**config.mk**
```make
export PLATFORM = sky130hd
export DESIGN_NAME = i2s_playback_fifo
export DESIGN_NICKNAME = d
export VERILOG_FILES = /design/src/rtl/i2s_playback_fifo.sv
export SDC_FILE = /design/constraint.sdc
export NUM_CORES = 1
export LEC_CHECK = 0
export ABC_AREA = 1
export BUFFER_PORTS_ARGS = -buffer_cell sky130_fd_sc_hd__buf_2
export CELL_PAD_IN_SITES_DETAIL_PLACEMENT = 2
export CELL_PAD_IN_SITES_GLOBAL_PLACEMENT = 2
export CORE_UTILIZATION = 39
export CTS_CLUSTER_SIZE = 40
export DETAILED_ROUTE_END_ITERATION = 6
export PLACE_DENSITY_LB_ADDON = 0.1
export SYNTH_ARGS = -nofsm -noshare
export SYNTH_HDL_FRONTEND = slang
export SYNTH_SLANG_ARGS = --single-unit
```
**constraint.sdc**
```tcl
create_clock -name mclk -period 2.8 [get_ports mclk]
set_clock_uncertainty 0.05 [all_clocks]
set_input_delay 0.56 -clock mclk [delete_from_list [all_inputs] [get_ports mclk]]
set_output_delay 0.56 -clock mclk [all_outputs]
set_load 0.02 [all_outputs]
```
**src/rtl/i2s_playback_fifo.sv**
```systemverilog
// Purpose: stereo sample FIFO feeding the I2S transmitter, one L/R pair per frame.
// Latency: a push is counted in level the next cycle; tx_data_* update 2 mclk after the ws fall.
// Backpressure: s_ready drops when DEPTH pairs are stored or during flush; no path from s_valid to s_ready.
//
// Ports:
//   mclk, rst_n             main clock, asynchronous active-low reset
//   s_valid/s_ready         mixer handshake; s_data_l/s_data_r carry the pair
//   ws                      transmitter word-select (high = left half)
//   flush                   synchronous clear of pointers and level
//   tx_data_l/tx_data_r     pair presented to the transmitter for the current frame
//   level                   pairs stored (0..DEPTH)
//   underrun                one-cycle pulse when a frame advance finds nothing to play
//   underrun_cnt            saturating underrun counter, present only when
//                           PLAYBACK_UNDERRUN_CNT_EN is defined
module i2s_playback_fifo #(
    parameter int WIDTH = 16,
    parameter int DEPTH = 16
) (
    input  logic                       mclk,
    input  logic                       rst_n,
    input  logic                       s_valid,
    output logic                       s_ready,
    input  logic [WIDTH-1:0]           s_data_l,
    input  logic [WIDTH-1:0]           s_data_r,
    input  logic                       ws,
    input  logic                       flush,
    output logic [WIDTH-1:0]           tx_data_l,
    output logic [WIDTH-1:0]           tx_data_r,
    output logic [$clog2(DEPTH):0]     level,
    output logic                       underrun
`ifdef PLAYBACK_UNDERRUN_CNT_EN
    ,
    output logic [15:0]                underrun_cnt
`endif
);

    localparam int AW = $clog2(DEPTH);
    localparam int LW = AW + 1;

    logic [WIDTH-1:0] mem_l [DEPTH];
    logic [WIDTH-1:0] mem_r [DEPTH];
    logic [AW-1:0]    wr_ptr;
    logic [AW-1:0]    rd_ptr;
    logic             ws_q;
    logic             adv;

    logic push;
    logic pop;
    logic undr;

    // s_ready depends only on registered level and the flush strobe.
    assign s_ready = (level != LW'(DEPTH)) && !flush;
    assign push    = s_valid && s_ready;
    // Flush wins over a coincident advance, which then plays silence.
    assign pop     = adv && (level != '0) && !flush;
    assign undr    = adv && ((level == '0) || flush);

    // Sample storage carries no reset; level/pointers define what is valid.
    always_ff @(posedge mclk) begin
        if (push) begin
            mem_l[wr_ptr] <= s_data_l;
            mem_r[wr_ptr] <= s_data_r;
        end
    end

    // ws_q resets low so a ws held high out of reset cannot fake a falling edge.
    always_ff @(posedge mclk or negedge rst_n) begin
        if (!rst_n) begin
            ws_q <= 1'b0;
            adv  <= 1'b0;
        end else begin
            ws_q <= ws;
            adv  <= ws_q && !ws;
        end
    end

    always_ff @(posedge mclk or negedge rst_n) begin
        if (!rst_n) begin
            wr_ptr <= '0;
            rd_ptr <= '0;
            level  <= '0;
        end else if (flush) begin
            wr_ptr <= '0;
            rd_ptr <= '0;
            level  <= '0;
        end else begin
            if (push) begin
                wr_ptr <= wr_ptr + AW'(1);
            end
            if (pop) begin
                rd_ptr <= rd_ptr + AW'(1);
            end
            // A push landing on an underrun advance still counts: pop is low then.
            if (push && !pop) begin
                level <= level + LW'(1);
            end else if (pop && !push) begin
                level <= level - LW'(1);
            end
        end
    end

    // Outputs change only on an advance, just after the transmitter has
    // re-latched, so it never sees a half-updated pair.
    always_ff @(posedge mclk or negedge rst_n) begin
        if (!rst_n) begin
            tx_data_l <= '0;
            tx_data_r <= '0;
            underrun  <= 1'b0;
        end else begin
            underrun <= undr;
            if (pop) begin
                tx_data_l <= mem_l[rd_ptr];
                tx_data_r <= mem_r[rd_ptr];
            end else if (undr) begin
                tx_data_l <= '0;
                tx_data_r <= '0;
            end
        end
    end

`ifdef PLAYBACK_UNDERRUN_CNT_EN
    // Saturating; only reset clears it so flushes do not hide past underruns.
    always_ff @(posedge mclk or negedge rst_n) begin
        if (!rst_n) begin
            underrun_cnt <= '0;
        end else if (undr && (underrun_cnt != 16'hFFFF)) begin
            underrun_cnt <= underrun_cnt + 16'd1;
        end
    end
`endif

endmodule

```
==> results_dict.tcl, run 1 <==
set metrics [dict create \
    cts_made_buffers 60 \
    startpoint_type "register" \
    place_ws_ns 0.228 \
    arrival_ns 2.72 \
    syn_avg_cell_area_um2 12.2 \
    hold_path.class "in -> reg" \
    yosys-top-cells-count "nand2_1 (611), edfxtp_1 (512), nand3_1 (491), buf_2 (56), dfrtp_1 (48)" \
    tightest_slew_ns 0.785 \
    fin_util_pct 45.6 \
    cp_max_fo 15 \
    ys.flop_type "edfxtp_1" \
    n_antenna_cell 0 \
    cts_tree "done" \
    clockBufferDepth 3 \
    setup_viol_count_final 0 \
    crit_slowest_cell "nor2_4" \
    dpl.hpwl_um 41800 \
    synth_edf_count 512 \
    post_drt_wl_per_cell_um 25.5 \
    core_um2 56700 \
    syn_inst 1846 \
    fmax_mhz 409 \
    reg2reg_depth 7 \
    hold_viol 0 \
    drtIter0Drc 901 \
    slew_headroom_pct 47.6 \
    cp-end-kind "register" \
    synth_area_leaders "edfxtp_1 (68%), nand3_1 (11%), nand2_1 (10%), dfrtp_1 (5.3%), buf_2 (1.2%)" \
    synthToLayoutAreaGrowth_pct 15.2 \
    crit_chain "nor2_2 -> nand3_1 -> nand2_1 -> nor2_4 -> nand2_1 -> nor2_4 -> buf_12" \
    place_area_um2 24000 \
    die_area_um2 58600 \
    cts_sinks 560 \
    drc 0 \
    root_buffer "clkbuf_16" \
    dieHeight_um 242 \
    nNetsFinal 1976 \
    synth_top_area_cell "edfxtp_1" \
    drtPass1Iterations 5 \
    grt_overflow 0 \
    die_w_um 242 \
    slowest_delay_ns 0.49 \
    power.density_nw_per_um2 770 \
    worstHoldStart "ws" \
    grt_pass1_wl_um 105000 \
    drt-vias-per-instance 5.46 \
    wl_um 69600 \
    final_cells 2734 \
    critPathRequiredTime_ns 3.07 \
    period_share_pct 87.3 \
    fin_crit_ns 2.44 \
    ir_worst_vdd_uv 494 \
    grt_max_degree 131 \
    antenna_left 0 \
    timing.hold.ws_ns 0.0450 \
    min_delay_path_depth 1 \
    seq_area_um2 16600 \
    rr_startpoint "level[0]" \
    final_cell_area_um2 25900 \
    fin_ws_ns 0.356 \
    crit_path_start "level[0]" \
    placed_cells 2622 \
    path_depth 7 \
    gr-usage-all-layers_pct 24.0 \
    finalMaxSlewViolations 0 \
    synth_fp_nets 1893 \
    syn_area_um2 22500 \
    post_cts_buffers 0 \
    p_leak_nw 9.42 \
    synth.most_common_cell "nand2_1" \
    seq_area_frac_synth_pct 73.7 \
    nFillCells 5589 \
    ys_types 27 \
    cts_htree_levels 2 \
    clkTransAtPathRegs_ns 0.06 \
    clk_latency_ns 0.62 \
    num_vias 14929 \
    grt_pass1_vias 16585 \
    final_layout_size_suffix_gt1_share_pct 12.1 \
    async_reset_ff_share_pct 8.57 \
    path_buf_inv 1 \
    rows 87 \
    rsz0062_at_grt "no" \
    pin_count 76 \
    synth_top_area_share_pct 68.4 \
    ys_warn_count 0 \
    place_congestion 0.753 \
    port_buffers 75 \
    critical_path_class "reg -> reg" \
    synth_seq_cells 560 \
    floorplan.initialDensity_pct 39.6 \
    cap_violations 0 \
    antenna_found_initial 0 \
    multi_input_area_um2 5230 \
    path_delay_family "simple AND/OR/NAND/NOR gates" \
    status "finished, final reports clean" \
]
[worst reg2reg max path: stages (launching register included)]
cell and delay [ns]:
dfrtp_1 0.47, nor2_2 0.08, nand3_1 0.10, nand2_1 0.12
nor2_4 0.26, nand2_1 0.33, nor2_4 0.49, buf_12 0.23
[layer usage]
| metal | wire length [µm] | global-route usage, % | vias to the layer above |
|---|---|---|---|
| met3 | 1930 | 2.65 | 94 |
| met5 | 0 | 0 | - |
| li1 | - | - | 6698 |
| met2 | 36000 | 42.8 | 240 |
| met4 | 1530 | 6.79 | 0 |
| met1 | 30200 | 30.9 | 7897 |
[flip-flops by register name (all words and copies together) (netlist names)]
name and flops:
tx_data_l 16, mem_l 256, mem_r 256, tx_data_r 16
wr_ptr 4, ws_q 1, adv 1, level 5
rd_ptr 4, underrun 1
[logic make-up after synthesis]
| kind of cell | count (synthesis) | synth area share (%) |
|---|---|---|
| AOI/OAI and AO/OA | 16 | 0.379 |
| and+or+nand+nor | 1129 | 21.7 |
| DFF | 560 | 73.7 |
| adders and majority gates | 10 | 0.590 |
| buffers and inverters | 129 | 3.51 |
| xor gates and xnor gates | 2 | 0.0779 |
[report_power, final]
part	switching (mW)	internal, mW	total, mW
combinational	2.01	0.817	2.83
sequential	0.168	9.41	9.58
clock	3.22	4.30	7.53
[final timing paths]
path,end,slack (ns)
worst min-delay path,ws_q,0.04
worst max-delay path,mem_l[7][9],0.36
worst max register to register,mem_l[7][9],0.36
worst min register to register,adv,0.42
min in group asynchronous,tx_data_r[9],0.35
max in group asynchronous,tx_data_r[15],1.56
[stage by stage]
stage | setup TNS [ns] | power (mW)
floorplan | -75.53 | 11.6
global route | 0 | 20.7
global placement | 0 | 12.5
CTS | 0 | 20.2
finish | 0 | 19.9
detailed placement | 0 | 12.6
[area by class of cell]
class,instances,area share (%)
clock inverters,6,0.111
repair buffers,133,4.69
flip-flops and latches,560,64.1
inverters,17,0.285
clock buffers,105,6.96
well taps,756,3.65
multi-input cells,1157,20.2
[layout by cell type (no fill, tap or decap), drive strengths merged]
cell type,n
nand2,612
edfxtp,512
nand3,492
a22o,1
a21oi,6
nor2,23
ha,9
dlygate4sd3,1
fa,1
nor3,2
o21ai,9
inv,17
xnor2,2
clkbuf,105
dfrtp,48
buf,132
clkinv,6
[what timing repair did]
item / CTS / global route
endpoints found under the hold margin: 12 / 0
hold buffers: 1 / 0
resized for setup: 0 / 0
Note: power is estimated with default switching activity, not from simulation.
==> inputs of run 2 (changes only) <==
==> config.mk (replaced) <==
export PLATFORM = sky130hd
export DESIGN_NAME = i2s_playback_fifo
export DESIGN_NICKNAME = d
export VERILOG_FILES = /design/src/rtl/i2s_playback_fifo.sv
export SDC_FILE = /design/constraint.sdc
export NUM_CORES = 1
export LEC_CHECK = 0
export ABC_AREA = 1
export BUFFER_PORTS_ARGS = -buffer_cell sky130_fd_sc_hd__buf_2
export CORE_UTILIZATION = 55
export CTS_CLUSTER_SIZE = 40
export DETAILED_ROUTE_END_ITERATION = 6
export PLACE_DENSITY = 0.75
export SYNTH_ARGS = -nofsm -noshare
export SYNTH_HDL_FRONTEND = slang
export SYNTH_SLANG_ARGS = --single-unit
==> run 2 against run 1 <==
Sequential power is essentially flat. Die area is 29% lower. Global-route usage up 1.3 points. Register-to-register slack gained 0.16 ns. Largest cell class unchanged. Flip-flop and latch count did not move. Count of clock-buffer cells in the layout down 33. Core utilization grew 18 points. Fmax grew 4.5%. Combinational power decreased by 7.8%. Via count down 3.4%. Power is 2.0% lower.
==> results_dict.tcl, run 2 (same netlist as run 1, synthesis figures left out) <==
set metrics [dict create \
    critPathRequiredTime_ns 2.19 \
    num_vias 14427 \
    setup_tns_ns 0 \
    ir_worst_vdd_uv 440 \
    nNetsFinal 1956 \
    slowest_delay_ns 0.44 \
    drc 0 \
    grt_max_degree 197 \
    rsz0062_at_grt "no" \
    drtPass1Iterations 5 \
    grt_pass1_vias 14237 \
    antenna_left 0 \
    cts_htree_levels 2 \
    slew_headroom_pct 30.8 \
    post_drt_wl_per_cell_um 20.7 \
    placed_cells 2377 \
    arrival_ns 1.73 \
    die_w_um 204 \
    p_leak_nw 9.31 \
    antenna_found_initial 0 \
    port_buffers 75 \
    dieHeight_um 204 \
    gr-usage-all-layers_pct 25.3 \
    dpl.hpwl_um 28400 \
    finalMaxSlewViolations 0 \
    crit_slowest_cell "dfrtp_1" \
    setup_viol_count_final 0 \
    power.density_nw_per_um2 772 \
    critical_path_class "reg -> out" \
    floorplan.initialDensity_pct 56.2 \
    wl_um 51400 \
    final_layout_size_suffix_gt1_share_pct 11.9 \
    drt-vias-per-instance 5.82 \
    final_cell_mix "nand2_1 (611), edfxtp_1 (512), nand3_1 (491)" \
    clk_latency_ns 0.60 \
    cap_violations 0 \
    cts_tree "done" \
    n_antenna_cell 0 \
    final_cells 2479 \
    startpoint_type "register" \
    grt_pass1_wl_um 79700 \
    place_congestion 0.866 \
    tightest_slew_ns 1.04 \
    core_um2 40000 \
    die_area_um2 41700 \
    crit_chain "nor2_1 -> nand3_1 -> nand2_1 -> inv_1 -> buf_2" \
    path_buf_inv 2 \
    synthToLayoutAreaGrowth_pct 12.5 \
    clkTransAtPathRegs_ns 0.06 \
    path_delay_family "simple AND/OR/NAND/NOR gates" \
    root_buffer "clkbuf_16" \
    timing.hold.ws_ns 0.0416 \
    cts_made_buffers 54 \
    clockBufferDepth 3 \
    drtIter0Drc 1624 \
    cts_sinks 560 \
    status "finished, final reports clean" \
    fin_crit_ns 2.34 \
    fmax_mhz 428 \
    period_share_pct 83.5 \
    hold_path.class "in -> reg" \
    grt_overflow 0 \
    pin_count 76 \
    cp_max_fo 5 \
    reg_top3 "mem_l: 256 flops, mem_r: 256 flops" \
    post_cts_buffers 0 \
    rows 73 \
    cp-end-kind "output port" \
    mostFrequentLayoutCell "nand2_1" \
    hold_viol 0 \
]
==> run 2: cell count changes in the layout (fill, tap and decap cells not counted), moves of 2 or more <==
cell	change
buf_12	-13
clkbuf_1	-22
clkbuf_16	-6
inv_2	-2
clkinv_2	+11
bufinv_16	+6
inv_6	+3
clkinv_1	+4
clkbuf_8	-5
==> run 2: area by class of cell <==
| class | count | area [µm²] |
|---|---|---|
| Tap cell | 525 | 657 |
| Timing Repair Buffer | 119 | 946 |
| Multi-Input combinational cell | 1157 | 5230 |
| Clock buffer | 72 | 1500 |
| Clock inverter | 29 | 300 |
| Fill cell | 2934 | 14700 |
| Sequential cell | 560 | 16600 |
| Inverter | 17 | 71.3 |
==> run 2: through the flow <==
step                util, %  power (mW)  instance area (µm²)  setup WS, ns
global route           63.2        20.2                25300         0.346
CTS                    63.2        19.6                25300         0.490
detailed placement     58.7        12.3                23500         0.332
floorplan                 -        11.6                22500        -0.183
finish                 63.2        19.5                25300         0.462
global placement       58.7        12.2                23500         0.386
==> run 2: path summary, 6_finish.rpt <==
| kind | from | end | slack, ns | depth (start not counted) |
|---|---|---|---|---|
| min in group asynchronous | rst_n | rd_ptr[0] | 0.48 | 2 |
| setup / recovery | level[1] | s_ready | 0.46 | 5 |
| hold reg to reg | tx_data_r[6] | tx_data_r[6] | 0.43 | 2 |
| max in group asynchronous | rst_n | tx_data_l[10] | 1.59 | 3 |
| setup reg to reg | level[1] | level[4] | 0.52 | 14 |
| hold / removal | ws | ws_q | 0.04 | 1 |
==> run 2: power breakdown <==
part / total [mW] / internal, mW / switching, mW
combinational: 2.61 / 0.770 / 1.84
clock: 7.35 / 4.31 / 3.04
sequential: 9.57 / 9.41 / 0.162
==> run 2: routing by layer <==
metal	routed length, µm	vias up	global-route usage [%]
met5	0	-	0
met1	20700	7027	33.8
met2	25300	640	42.2
met3	3860	117	3.76
met4	1470	0	9.38
li1	-	6643	-
==> run 2: timing repair <==
item,in CTS,in global routing
gates resized for setup,0,0
endpoints found under the hold margin,20,0
hold buffers,1,0
==> inputs of run 3 (changes only) <==
--- a/config.mk
+++ b/config.mk
@@ -10,7 +10,7 @@
 export CORE_UTILIZATION = 55
 export CTS_CLUSTER_SIZE = 40
 export DETAILED_ROUTE_END_ITERATION = 6
-export PLACE_DENSITY = 0.75
+export PLACE_DENSITY = 0.72
 export SYNTH_ARGS = -nofsm -noshare
 export SYNTH_HDL_FRONTEND = slang
 export SYNTH_SLANG_ARGS = --single-unit
==> constraint.sdc (replaced) <==
create_clock -name mclk -period 2.2 [get_ports mclk]
set_clock_uncertainty 0.05 [all_clocks]
set_input_delay 0.44 -clock mclk [delete_from_list [all_inputs] [get_ports mclk]]
set_output_delay 0.44 -clock mclk [all_outputs]
set_load 0.02 [all_outputs]
==> run 3 against run 2 <==
Count of clock-buffer cells in the layout grew 7. Global-route usage grew 1.0 points. Final area is 2.2% higher. Clock power grew 23%. Worst hold slack better by 0.068 ns. Worst setup slack got worse by 0.36 ns. Final cell count up 1.5%.
==> results_dict.tcl, run 3 (same netlist as run 1, synthesis figures left out) <==
set metrics [dict create \
    reg2reg_depth 8 \
    final_layout_size_suffix_gt1_share_pct 13.3 \
    slowest_delay_ns 0.41 \
    drtIter0Drc 1401 \
    fin_crit_ns 2.10 \
    cp-end-kind "output port" \
    grt_overflow 0 \
    n_antenna_cell 0 \
    fmax_mhz 477 \
    cts_sinks 560 \
    rr_startpoint "level[3]" \
    num_vias 14592 \
    ff2ff_setup_slack_ns 0.15 \
    antenna_found_initial 0 \
    antenna_left 0 \
    core_um2 40000 \
    crit_chain "nor2_1 -> nand3_1 -> nand2_1 -> inv_1 -> buf_2" \
    grt_pass1_vias 14014 \
    cts_made_buffers 54 \
    drc 0 \
    dieHeight_um 204 \
    crit_path_start "level[3]" \
    clkTransAtPathRegs_ns 0.06 \
    mostFrequentLayoutCell "nand2_1" \
    critPathRequiredTime_ns 1.71 \
    path_delay_family "flip-flops" \
    post_drt_wl_per_cell_um 21.4 \
    die_w_um 204 \
    seq_area_um2 16600 \
    cap_violations 0 \
    crit_path_end "s_ready" \
    period_share_pct 95.2 \
    ir_worst_vdd_uv 652 \
    startpoint_type "register" \
    power.density_nw_per_um2 957 \
    slew_headroom_pct 58.9 \
    tightest_slew_ns 0.617 \
    multi_input_area_um2 5230 \
    port_buffers 75 \
    timing.hold.ws_ns 0.109 \
    setup_viol_count_final 0 \
    p_leak_nw 9.53 \
    critical_path_class "reg -> out" \
    nFillCells 2939 \
    path_buf_inv 2 \
    drtPass1Iterations 5 \
    cts_tree "done" \
    place_congestion 0.844 \
    pin_count 76 \
    hold_path.class "in -> reg" \
    final_cell_mix "nand2_1 (611), edfxtp_1 (512), nand3_1 (491)" \
    clk_latency_ns 0.60 \
    power_mw 24.8 \
    synthToLayoutAreaGrowth_pct 15.0 \
    drt-vias-per-instance 5.80 \
    status "finished, final reports clean" \
    root_buffer "clkbuf_16" \
    wl_um 53800 \
    die_area_um2 41700 \
    cts_htree_levels 2 \
    grt_pass1_wl_um 81600 \
    rows 73 \
    dpl.hpwl_um 32000 \
    finalMaxSlewViolations 0 \
    path_depth 5 \
    clockBufferDepth 3 \
    nNetsFinal 1993 \
    setup_tns_ns 0 \
    grt_max_degree 106 \
    hold_viol 0 \
    fin_util_pct 64.6 \
    floorplan.initialDensity_pct 56.2 \
    reg_top3 "mem_l: 256 flops, mem_r: 256 flops" \
    min_delay_path_depth 4 \
    gr-usage-all-layers_pct 26.3 \
    worst_r2r_endpoint "mem_r[4][5]" \
    cp_max_fo 4 \
    crit_slowest_cell "dfrtp_1" \
    rsz0062_at_grt "no" \
    arrival_ns 1.61 \
]
## run 3: final cells by class
class	count	area share (%)
clock buffers	79	5.83
repair buffers	156	6.10
well taps	525	2.54
flip-flops and latches	560	64.1
clock inverters	22	0.881
multi-input cells	1157	20.2
inverters	17	0.276
## run 3: worst min-delay path by stage
| stage | start | endpoint | slack, ns |
|---|---|---|---|
| after floorplan | rst_n | adv | 0.09 |
| after global placement | ws_q | adv | 0.40 |
| after detailed placement | ws_q | adv | 0.41 |
| after CTS | flush | rd_ptr[2] | 0.08 |
| after global routing | flush | wr_ptr[2] | 0.10 |
| final | flush | rd_ptr[2] | 0.11 |
## run 3: routing by layer
| metal | GRT usage [%] | vias up | wire, µm |
|---|---|---|---|
| met5 | 0 | - | 0 |
| met4 | 8.26 | 0 | 1480 |
| met3 | 4.37 | 93 | 4240 |
| met2 | 43.6 | 639 | 26600 |
| met1 | 35.7 | 7134 | 21500 |
| li1 | - | 6726 | - |
## run 3: per-stage QoR
step	cell area [µm²]	worst slack, ns	instances
floorplan	22500	-0.303	1846
global placement	24100	0.110	2411
detailed placement	24100	0.0832	2411
CTS	25800	0.0812	2514
global route	25900	0.00344	2516
finish	25900	0.105	2516
## run 3: tightest hold or removal path, stage by stage
cell and delay, ns:
buf_2 0.10, inv_2 0.06, o21ai_0 0.07, a21oi_1 0.04
## run 3: power by group
part | leakage [nW] | switching, mW | internal (mW)
Combinational | 3.45 | 2.41 | 1.14
Clock | 0.836 | 3.82 | 5.23
Sequential | 5.24 | 0.177 | 12.0
## run 3: repair_timing
| item | 4_1_cts | 5_1_grt |
|---|---|---|
| endpoints found under the setup margin | 0 | 1 |
| gates resized for setup | 0 | 1 |
| setup buffers | 0 | 2 |
| hold endpoints to repair | 23 | 0 |
| hold buffers | 2 | 0 |
